`config.mk`:
```
export PLATFORM = sky130hd
export DESIGN_NAME = p16_uart_fifo_fwft
export DESIGN_NICKNAME = d
export VERILOG_FILES = /design/src/rtl/p16_uart_pkg.sv /design/src/rtl/p16_fifo_ram.sv /design/src/rtl/p16_uart_fifo_fwft.sv
export SDC_FILE = /design/constraint.sdc
export NUM_CORES = 1
export LEC_CHECK = 0
export CAP_MARGIN = 10
export CELL_PAD_IN_SITES_DETAIL_PLACEMENT = 0
export CELL_PAD_IN_SITES_GLOBAL_PLACEMENT = 2
export CORE_ASPECT_RATIO = 1.75
export CORE_MARGIN = 2
export CORE_UTILIZATION = 40
export DETAILED_ROUTE_END_ITERATION = 6
export DONT_BUFFER_PORTS = 1
export PLACE_DENSITY_LB_ADDON = 0.1
export RECOVER_POWER = 50
export SLEW_MARGIN = 10
export SYNTH_ARGS = -nofsm -noshare
export SYNTH_HDL_FRONTEND = slang
export SYNTH_SLANG_ARGS = --single-unit
```
`constraint.sdc`:
```
create_clock -name i_clk -period 4.5 [get_ports i_clk]
set_input_delay 0.9 -clock i_clk [delete_from_list [all_inputs] [get_ports i_clk]]
set_output_delay 0.9 -clock i_clk [all_outputs]
set_load 0.1 [all_outputs]
```
`src/rtl/p16_uart_pkg.sv`:
```
// rtl/p16_uart_pkg.sv - shared defaults, status struct and sizing helper for the UART FWFT FIFO
// Contents:
//   P16_WIDTH, P16_DEPTH  default word width and depth
//   p16_fifo_status_t     packed status bundle for upstream status muxing
//   p16_cnt_w()           width of an occupancy count able to hold 0..depth
package p16_uart_pkg;

  localparam int P16_WIDTH = 9;
  localparam int P16_DEPTH = 128;

  typedef struct packed {
    logic empty;
    logic full;
    logic almostfull;
    logic almostempty;
    logic overflow;
    logic underflow;
  } p16_fifo_status_t;

  function automatic int p16_cnt_w(input int depth);
    return $clog2(depth) + 1;
  endfunction

endpackage

```
`src/rtl/p16_fifo_ram.sv`:
```
// rtl/p16_fifo_ram.sv - DEPTH x WIDTH storage, synchronous write, combinational read
// Ports:
//   i_clk    clock
//   i_we     write enable
//   i_waddr  write address
//   i_wdata  write data
//   i_raddr  read address
//   o_rdata  read data (combinational)
module p16_fifo_ram #(
  parameter int WIDTH = 9,
  parameter int DEPTH = 128,
  localparam int AW   = $clog2(DEPTH)
) (
  input  logic             i_clk,
  input  logic             i_we,
  input  logic [AW-1:0]    i_waddr,
  input  logic [WIDTH-1:0] i_wdata,
  input  logic [AW-1:0]    i_raddr,
  output logic [WIDTH-1:0] o_rdata
);

  // No reset: contents are only ever read after being written.
  logic [WIDTH-1:0] mem [DEPTH];

  always_ff @(posedge i_clk) begin
    if (i_we) mem[i_waddr] <= i_wdata;
  end

  assign o_rdata = mem[i_raddr];

endmodule

```
`src/rtl/p16_uart_fifo_fwft.sv`:
```
// rtl/p16_uart_fifo_fwft.sv - first-word-fall-through FIFO between the UART engines and the text core
// Ports:
//   i_clk, i_rst_n              clock, asynchronous active-low reset
//   i_flush                     synchronous discard of all contents
//   i_wr_en, i_wr_data          push request and data; o_wr_ready = ~o_full
//   i_rd_en                     pop of the head word
//   o_rd_data, o_rd_valid       registered head word and its valid (= ~o_empty)
//   o_count                     words held
//   o_empty, o_full, o_almostfull, o_almostempty   status decoded from o_count
//   o_overflow, o_underflow     sticky error flags, cleared by i_clr_err
module p16_uart_fifo_fwft
  import p16_uart_pkg::*;
#(
  parameter int WIDTH        = P16_WIDTH,
  parameter int DEPTH        = P16_DEPTH,
  parameter int ALMOST_FULL  = 100,
  parameter int ALMOST_EMPTY = 4,
  localparam int AW          = $clog2(DEPTH),
  localparam int CW          = p16_cnt_w(DEPTH)
) (
  input  logic             i_clk,
  input  logic             i_rst_n,
  input  logic             i_flush,
  input  logic             i_wr_en,
  input  logic [WIDTH-1:0] i_wr_data,
  output logic             o_wr_ready,
  input  logic             i_rd_en,
  output logic [WIDTH-1:0] o_rd_data,
  output logic             o_rd_valid,
  output logic [CW-1:0]    o_count,
  output logic             o_empty,
  output logic             o_full,
  output logic             o_almostfull,
  output logic             o_almostempty,
  output logic             o_overflow,
  output logic             o_underflow,
  input  logic             i_clr_err
);

  logic [AW-1:0]    wr_ptr, rd_ptr, rd_ptr_inc;
  logic [CW-1:0]    count;
  logic [WIDTH-1:0] head;
  logic [WIDTH-1:0] ram_next;
  logic             ovf, unf;
  logic             push_ok, pop_ok, ovf_evt, unf_evt;
  p16_fifo_status_t st;

  always_comb begin
    st             = '0;
    st.empty       = (count == '0);
    st.full        = (count == CW'(DEPTH));
    st.almostfull  = (count >= CW'(ALMOST_FULL));
    st.almostempty = (count <= CW'(ALMOST_EMPTY));
    st.overflow    = ovf;
    st.underflow   = unf;
  end

  // Flush swallows any same-cycle push/pop, including their error events.
  assign push_ok    = i_wr_en && !st.full  && !i_flush;
  assign pop_ok     = i_rd_en && !st.empty && !i_flush;
  assign ovf_evt    = i_wr_en &&  st.full  && !i_flush;
  assign unf_evt    = i_rd_en &&  st.empty && !i_flush;
  assign rd_ptr_inc = rd_ptr + AW'(1);

  p16_fifo_ram #(.WIDTH(WIDTH), .DEPTH(DEPTH)) u_ram (
    .i_clk   (i_clk),
    .i_we    (push_ok),
    .i_waddr (wr_ptr),
    .i_wdata (i_wr_data),
    .i_raddr (rd_ptr_inc),
    .o_rdata (ram_next)
  );

  always_ff @(posedge i_clk or negedge i_rst_n) begin
    if (!i_rst_n) begin
      wr_ptr <= '0;
      rd_ptr <= '0;
      count  <= '0;
      head   <= '0;
      ovf    <= 1'b0;
      unf    <= 1'b0;
    end else begin
      if (i_flush) begin
        wr_ptr <= '0;
        rd_ptr <= '0;
        count  <= '0;
      end else begin
        if (push_ok) wr_ptr <= wr_ptr + AW'(1);
        if (pop_ok)  rd_ptr <= rd_ptr_inc;
        if (push_ok && !pop_ok)      count <= count + CW'(1);
        else if (pop_ok && !push_ok) count <= count - CW'(1);

        // Head register: with a single word held, the successor is the word
        // being pushed right now (not yet in RAM), so it is bypassed in.
        if (pop_ok) begin
          if (count == CW'(1)) begin
            if (push_ok) head <= i_wr_data;
          end else begin
            head <= ram_next;
          end
        end else if (push_ok && st.empty) begin
          head <= i_wr_data;
        end
      end

      // A new error outranks a same-cycle clear.
      if (ovf_evt)        ovf <= 1'b1;
      else if (i_clr_err) ovf <= 1'b0;
      if (unf_evt)        unf <= 1'b1;
      else if (i_clr_err) unf <= 1'b0;
    end
  end

  assign o_count       = count;
  assign o_rd_data     = head;
  assign o_rd_valid    = !st.empty;
  assign o_wr_ready    = !st.full;
  assign o_empty       = st.empty;
  assign o_full        = st.full;
  assign o_almostfull  = st.almostfull;
  assign o_almostempty = st.almostempty;
  assign o_overflow    = st.overflow;
  assign o_underflow   = st.underflow;

endmodule

```
======== After elaboration in Yosys (flattened, before gate mapping) ========
Memory sizes are Yosys's and may differ from the RTL's.
Index checks and enable logic that the tools add are counted.
word-level totals
  bits in registers ....................... 33
  latch bits .............................. 0
  memory bits (writable) .................. 1152
  ROM bits ................................ 0
  input port bits ......................... 15
  output and inout port bits .............. 25
  logic and storage cells ................. 57
  memories kept ........................... 1
operators by class
  add/sub/neg operators ................... 4
  multipliers ............................. 0
  div/mod/pow operators ................... 0
  order comparisons ....................... 2
  equality and inequality tests ........... 3
  shift operators ......................... 0
  muxes and demuxes ....................... 16
  bitwise gates (word level) .............. 1
  reductions and logical operators ........ 24
memories
  name       words  bits a word  read ports  clocked after memory_dff  wr ports  RTL line            RTL
  u_ram.mem  128    9            1           0                         1         p16_fifo_ram.sv:23  logic [WIDTH-1:0] mem [DEPTH];
operators with widths
  operator               number
  $mux W9                4
  $mux W7                4
  $mux W8                3
  $add A7 B1 Y7 const B  2
  $logic_and A1 B1 Y1    11
  $reduce_bool A2 Y1     5
  $add A8 B1 Y8 const B  1
  $eq A8 B1 Y1 const B   1
  $eq A8 B8 Y1 const B   1
  $ge A8 B7 Y1 const B   1
  $le A8 B3 Y1 const B   1
  $logic_not A8 Y1       1
  $sub A8 B1 Y8 const B  1
  $logic_not A1 Y1       5
  $mux W1                5
  $ne A3 B3 Y1 const B   1
  $reduce_and A3 Y1      1
  $reduce_bool A3 Y1     1
  $not A1 Y1             1

======== Longest topological paths before layout ========
Gate-level depths: netlist (run 1).
  depth in word-level cells ............... 9
  mapped depth ............................ 11
  mapped depth without buffers ............ 8

======== Hierarchy ========
Synthesis (run 1) repeated with hierarchy kept, for this count alone.
second synthesis, totals
  cell total of the unflattened synthesis .. 2038
  area, all modules ....................... 46407.0 um^2
by module, submodules not included
  module              times used  cells an instance  area an instance (um^2)  sequential area each (um^2)
  p16_fifo_ram        1           1807               44348.8                  34593.2
  p16_uart_fifo_fwft  1           231                2058.2                   825.8

======== Worst setup path before layout (run 1) ========
No wires, ideal clock.
  path type ............................... register to output
  from .................................... register count[5], in the netlist o_count[5]
  to ...................................... output port o_almostempty
  arrival ................................. 4.466 ns
  data required time ...................... 3.600 ns
  setup slack ............................. -0.866 ns
  cell stages (with the launch flop) ...... 3
  path buffers ............................ 0
  cell sequence ........................... dfrtp_1 -> nor3_1 -> nor4b_1
between the ends
  cells in the longest elaborated chain, start to end .. 1
ends and longest elaborated chain
  item                    RTL line                  RTL
  start, declared         p16_uart_fifo_fwft.sv:41  logic [CW-1:0] count;
  start signal, assigned  p16_uart_fifo_fwft.sv:90  if (push_ok && !pop_ok) count <= count + CW'(1);
  start signal, assigned  p16_uart_fifo_fwft.sv:91  else if (pop_ok && !push_ok) count <= count - CW'(1);
  $le A8 B3 Y1            p16_uart_fifo_fwft.sv:53  st.almostempty = (count <= CW'(ALMOST_EMPTY));
  end, declared           p16_uart_fifo_fwft.sv:34  output logic o_almostempty,
No other way between the ends.

======== Worst setup path in the final report (run 1) ========
  from .................................... register count[0], in the netlist o_count[0]
  to ...................................... register head[5], in the netlist o_rd_data[5]
between the ends
  cells in the longest elaborated chain, start to end .. 7
  elaborated cells on any way between the ends .. 15
  classes of those cells .................. eq/ne: 3; mux: 2; reduce/logical: 10
ends and longest elaborated chain
  item                                 RTL line                   RTL
  $eq A8 B8 Y1                         p16_uart_fifo_fwft.sv:51   st.full = (count == CW'(DEPTH));
  $logic_not A1 Y1                     p16_uart_fifo_fwft.sv:59   assign push_ok = i_wr_en && !st.full && !i_flush;
  $logic_and A1 B1 Y1 (2 in a row)     p16_uart_fifo_fwft.sv:59
  $logic_and A1 B1 Y1                  p16_uart_fifo_fwft.sv:101  end else if (push_ok && st.empty) begin
  $reduce_bool A2 Y1 (no source line)  -
  $reduce_and A3 Y1 (no source line)   -
  end signal, assigned                 p16_uart_fifo_fwft.sv:97   if (push_ok) head <= i_wr_data;
  end signal, assigned                 p16_uart_fifo_fwft.sv:99   head <= ram_next;
  end signal, assigned                 p16_uart_fifo_fwft.sv:102  head <= i_wr_data;
  end, declared                        p16_uart_fifo_fwft.sv:42   logic [WIDTH-1:0] head;
Parallel ways exist; a longest one is shown, timed or not.
A chain may end at the register's enable or synchronous reset.

==> impl_metrics.tcl, run 1 <==
set metrics [dict create \
    antenna_found_initial 3 \
    dieArea_mm2 0.121 \
    num_rows 166 \
    synthTopCellsByArea "edfxtp_1 (73%), mux4_2 (13%), dfrtp_1 (1.8%)" \
    gr-total-overflow 0 \
    violations "design-rule violations, max-capacitance violations, max-slew violations" \
    grt_pass1_wl_um 186000 \
    layout_commonest_cell "edfxtp_1" \
    htree_levels 3 \
    port_buffers 0 \
    leakage_nw 16.2 \
    synth-seq-area-share_pct 75.1 \
    clock_path_buffers 3 \
    synth_top_cell_by_area "edfxtp_1" \
    clk_latency_ps 720 \
    dr.pass1.iters 7 \
    synthArstFlopShare_pct 2.78 \
    cts_tree "done" \
    grt_max_degree 130 \
    clk_pin_slew_ps 70 \
    synth_area_mm2 0.0472 \
    synth_cell_types 73 \
    timing.final.crit_share_pct 85.8 \
    track_usage_pct 21.8 \
    synth.net_count 2394 \
    numClockSinks 1185 \
    drt-total-wl_um 131000 \
    power_density_mw_per_mm2 525 \
    initialDrtViolationCount 1975 \
    die_w_um 264 \
    drv_cap 1 \
    ctsRootBufferMaster "clkbuf_16" \
    fmax_mhz 259 \
    synth_edf_count 1152 \
    vias 23177 \
    required_ps 5060 \
    die_h_um 458 \
    routedWlPerCell_um 32.3 \
    setup_viol 0 \
    hold_path.class "in2reg" \
    slew_violations 34 \
    grt_pass1_vias 24202 \
    finClkSkew_ps 37.4 \
    status "complete, but fails checks" \
    final_layout_size_suffix_gt1_share_pct 21.9 \
    cp-start-kind "flip-flop" \
    ir_drop_v 0.000275 \
    cp_max_fo 10 \
    rsz0062_at_grt "false" \
    viasPerCell 5.73 \
    core_region_area_mm2 0.117 \
    max_slew_margin_pct -63.6 \
    end_kind "flip-flop" \
    synth.yosys.warnings 0 \
    area_growth_pct 11.8 \
    cts-buffers-inserted 109 \
    fin_util_pct 45.1 \
    ant_nets 0 \
    hold_viol_final 0 \
    synth.avg_cell_area_um2 19.9 \
    start_util_pct 40.3 \
    fin_nets 2468 \
    place_hpwl_um 80900 \
    critPathKind "reg2reg" \
    final_cell_mix "edfxtp_1 (1152), mux4_2 (279), nand2_1 (183)" \
    finalSetupTns_ps 0 \
    finalCriticalPeriod_ps 3860 \
    ys_ff_latch 1185 \
    num_io_pins 40 \
    crit_arrival_ps 4420 \
    synth_top_area_share_pct 73.3 \
    synth_flop_cell "edfxtp_1" \
    synth_cells 2373 \
    tightest_slew_ps 2450 \
    drcViolationCount 2 \
    gp_congestion 0.805 \
]
==> state kept, by name (all words and copies together), names as in the netlist <==
name and cells:
o_overflow 1, o_underflow 1, wr_ptr 7, u_ram.mem 1152
rd_ptr 7, o_count 8, o_rd_data 9
==> metal layers <==
layer	part of all wire, %	vias up	track usage [%]
met5	0	-	0
met4	2.2	0	5.79
met3	4.1	131	2.66
met2	55	609	40.9
met1	38	12597	26.3
li1	-	9840	-
==> final timing paths <==
check | start | end | slack [ps] | cells after the start
setup / recovery | o_count[0] | o_rd_data[5] | 640 | 7
hold / removal | i_flush | wr_ptr[0] | 230 | 1
setup reg to reg | o_count[0] | o_rd_data[5] | 640 | 7
hold reg to reg | o_count[7] | o_count[7] | 580 | 1
max in group asynchronous | i_rst_n | rd_ptr[0] | 1270 | 2
min in group asynchronous | i_rst_n | o_overflow | 1470 | 2
==> synth_stat cells, types with 4 or more instances <==
library cell / n
mux2_2: 4
inv_1: 9
a211oi_1: 12
a311o_1: 4
xor2_1: 11
a2111oi_0: 8
nor2_1: 154
buf_2: 55
xnor2_1: 7
nand2_1: 183
nor3b_1: 12
o21ai_1: 4
nand3b_1: 8
mux2i_1: 81
and2_1: 7
buf_6: 16
o22ai_1: 18
ha_1: 6
clkbuf_1: 31
mux4_2: 279
a32oi_1: 18
or3_1: 4
dfrtp_1: 33
nand4_1: 4
and3_1: 22
a311oi_1: 12
nand3_1: 64
nand2b_1: 6
a31oi_1: 11
a221oi_1: 13
edfxtp_1: 1152
a21oi_1: 15
buf_4: 25
nor2b_1: 12
o21ai_0: 7
nor3_1: 14
==> report_power, final <==
part           switching (mW)  internal [mW]
combinational            3.37           2.23
clock                    4.08           5.36
sequential              0.481           12.2
total                    7.93           19.8
==> area by class of cell <==
type                    instances  area, um2
multi-input cells            1042      10900
inverters                      12       45.0
well taps                    1512       1890
diodes                          1       2.50
fillers                      9971      64200
repair buffers                 97        850
clock buffers                 130       2880
flip-flops and latches       1185      35400
clock inverters                66        714
==> stage by stage <==
step	area (um2)	cells	hold WS [ps]	setup slack, ps	total power, mW
finish	52700	4045	233	637	27.7
global route	52700	4045	220	550	28.6
CTS	52800	4044	183	653	28.1
detailed placement	49100	3846	545	692	18.7
global placement	49100	3846	548	559	18.7
floorplan	47200	2373	525	282	16.7
==> kinds of logic (layout without fill, tap and decap cells) <==
family / count (synthesis) / in the layout / share of synthesized area (%)
xor+xnor: 21 / 21 / 0.485
buf+inv: 146 / 305 / 1.88
other cells: 0 / 1 / 0
mux: 365 / 365 / 15.2
compound gates: 149 / 149 / 2.44
flops: 1185 / 1185 / 75.1
fa+ha+maj: 6 / 6 / 0.159
simple gates: 501 / 501 / 4.77
==> critical path: stages (launching register included) <==
cell      delay [ps]
dfrtp_1          380
clkbuf_1         590
ha_1             500
o211ai_1         340
nand2_1          400
or2_1            510
a311oi_1         800
a211oi_1         170
==> repair_timing <==
action	CTS	global route
resized for setup	0	0
buffers inserted	0	0
hold buffers	2	0
endpoints found under the hold margin	33	0
No activity file was read; power rests on OpenSTA's default activity.
==> run 2, diff against run 1 <==
--- a/config.mk
+++ b/config.mk
@@ -13,6 +13,8 @@
 export CORE_UTILIZATION = 40
 export DETAILED_ROUTE_END_ITERATION = 6
 export DONT_BUFFER_PORTS = 1
+export GPL_TIMING_DRIVEN = 1
+export HOLD_SLACK_MARGIN = 0.08
 export PLACE_DENSITY_LB_ADDON = 0.1
 export RECOVER_POWER = 50
 export SLEW_MARGIN = 10
==> results of run 2 <==
Same layout as run 1: the final DEF is identical, and so are final timing and power.
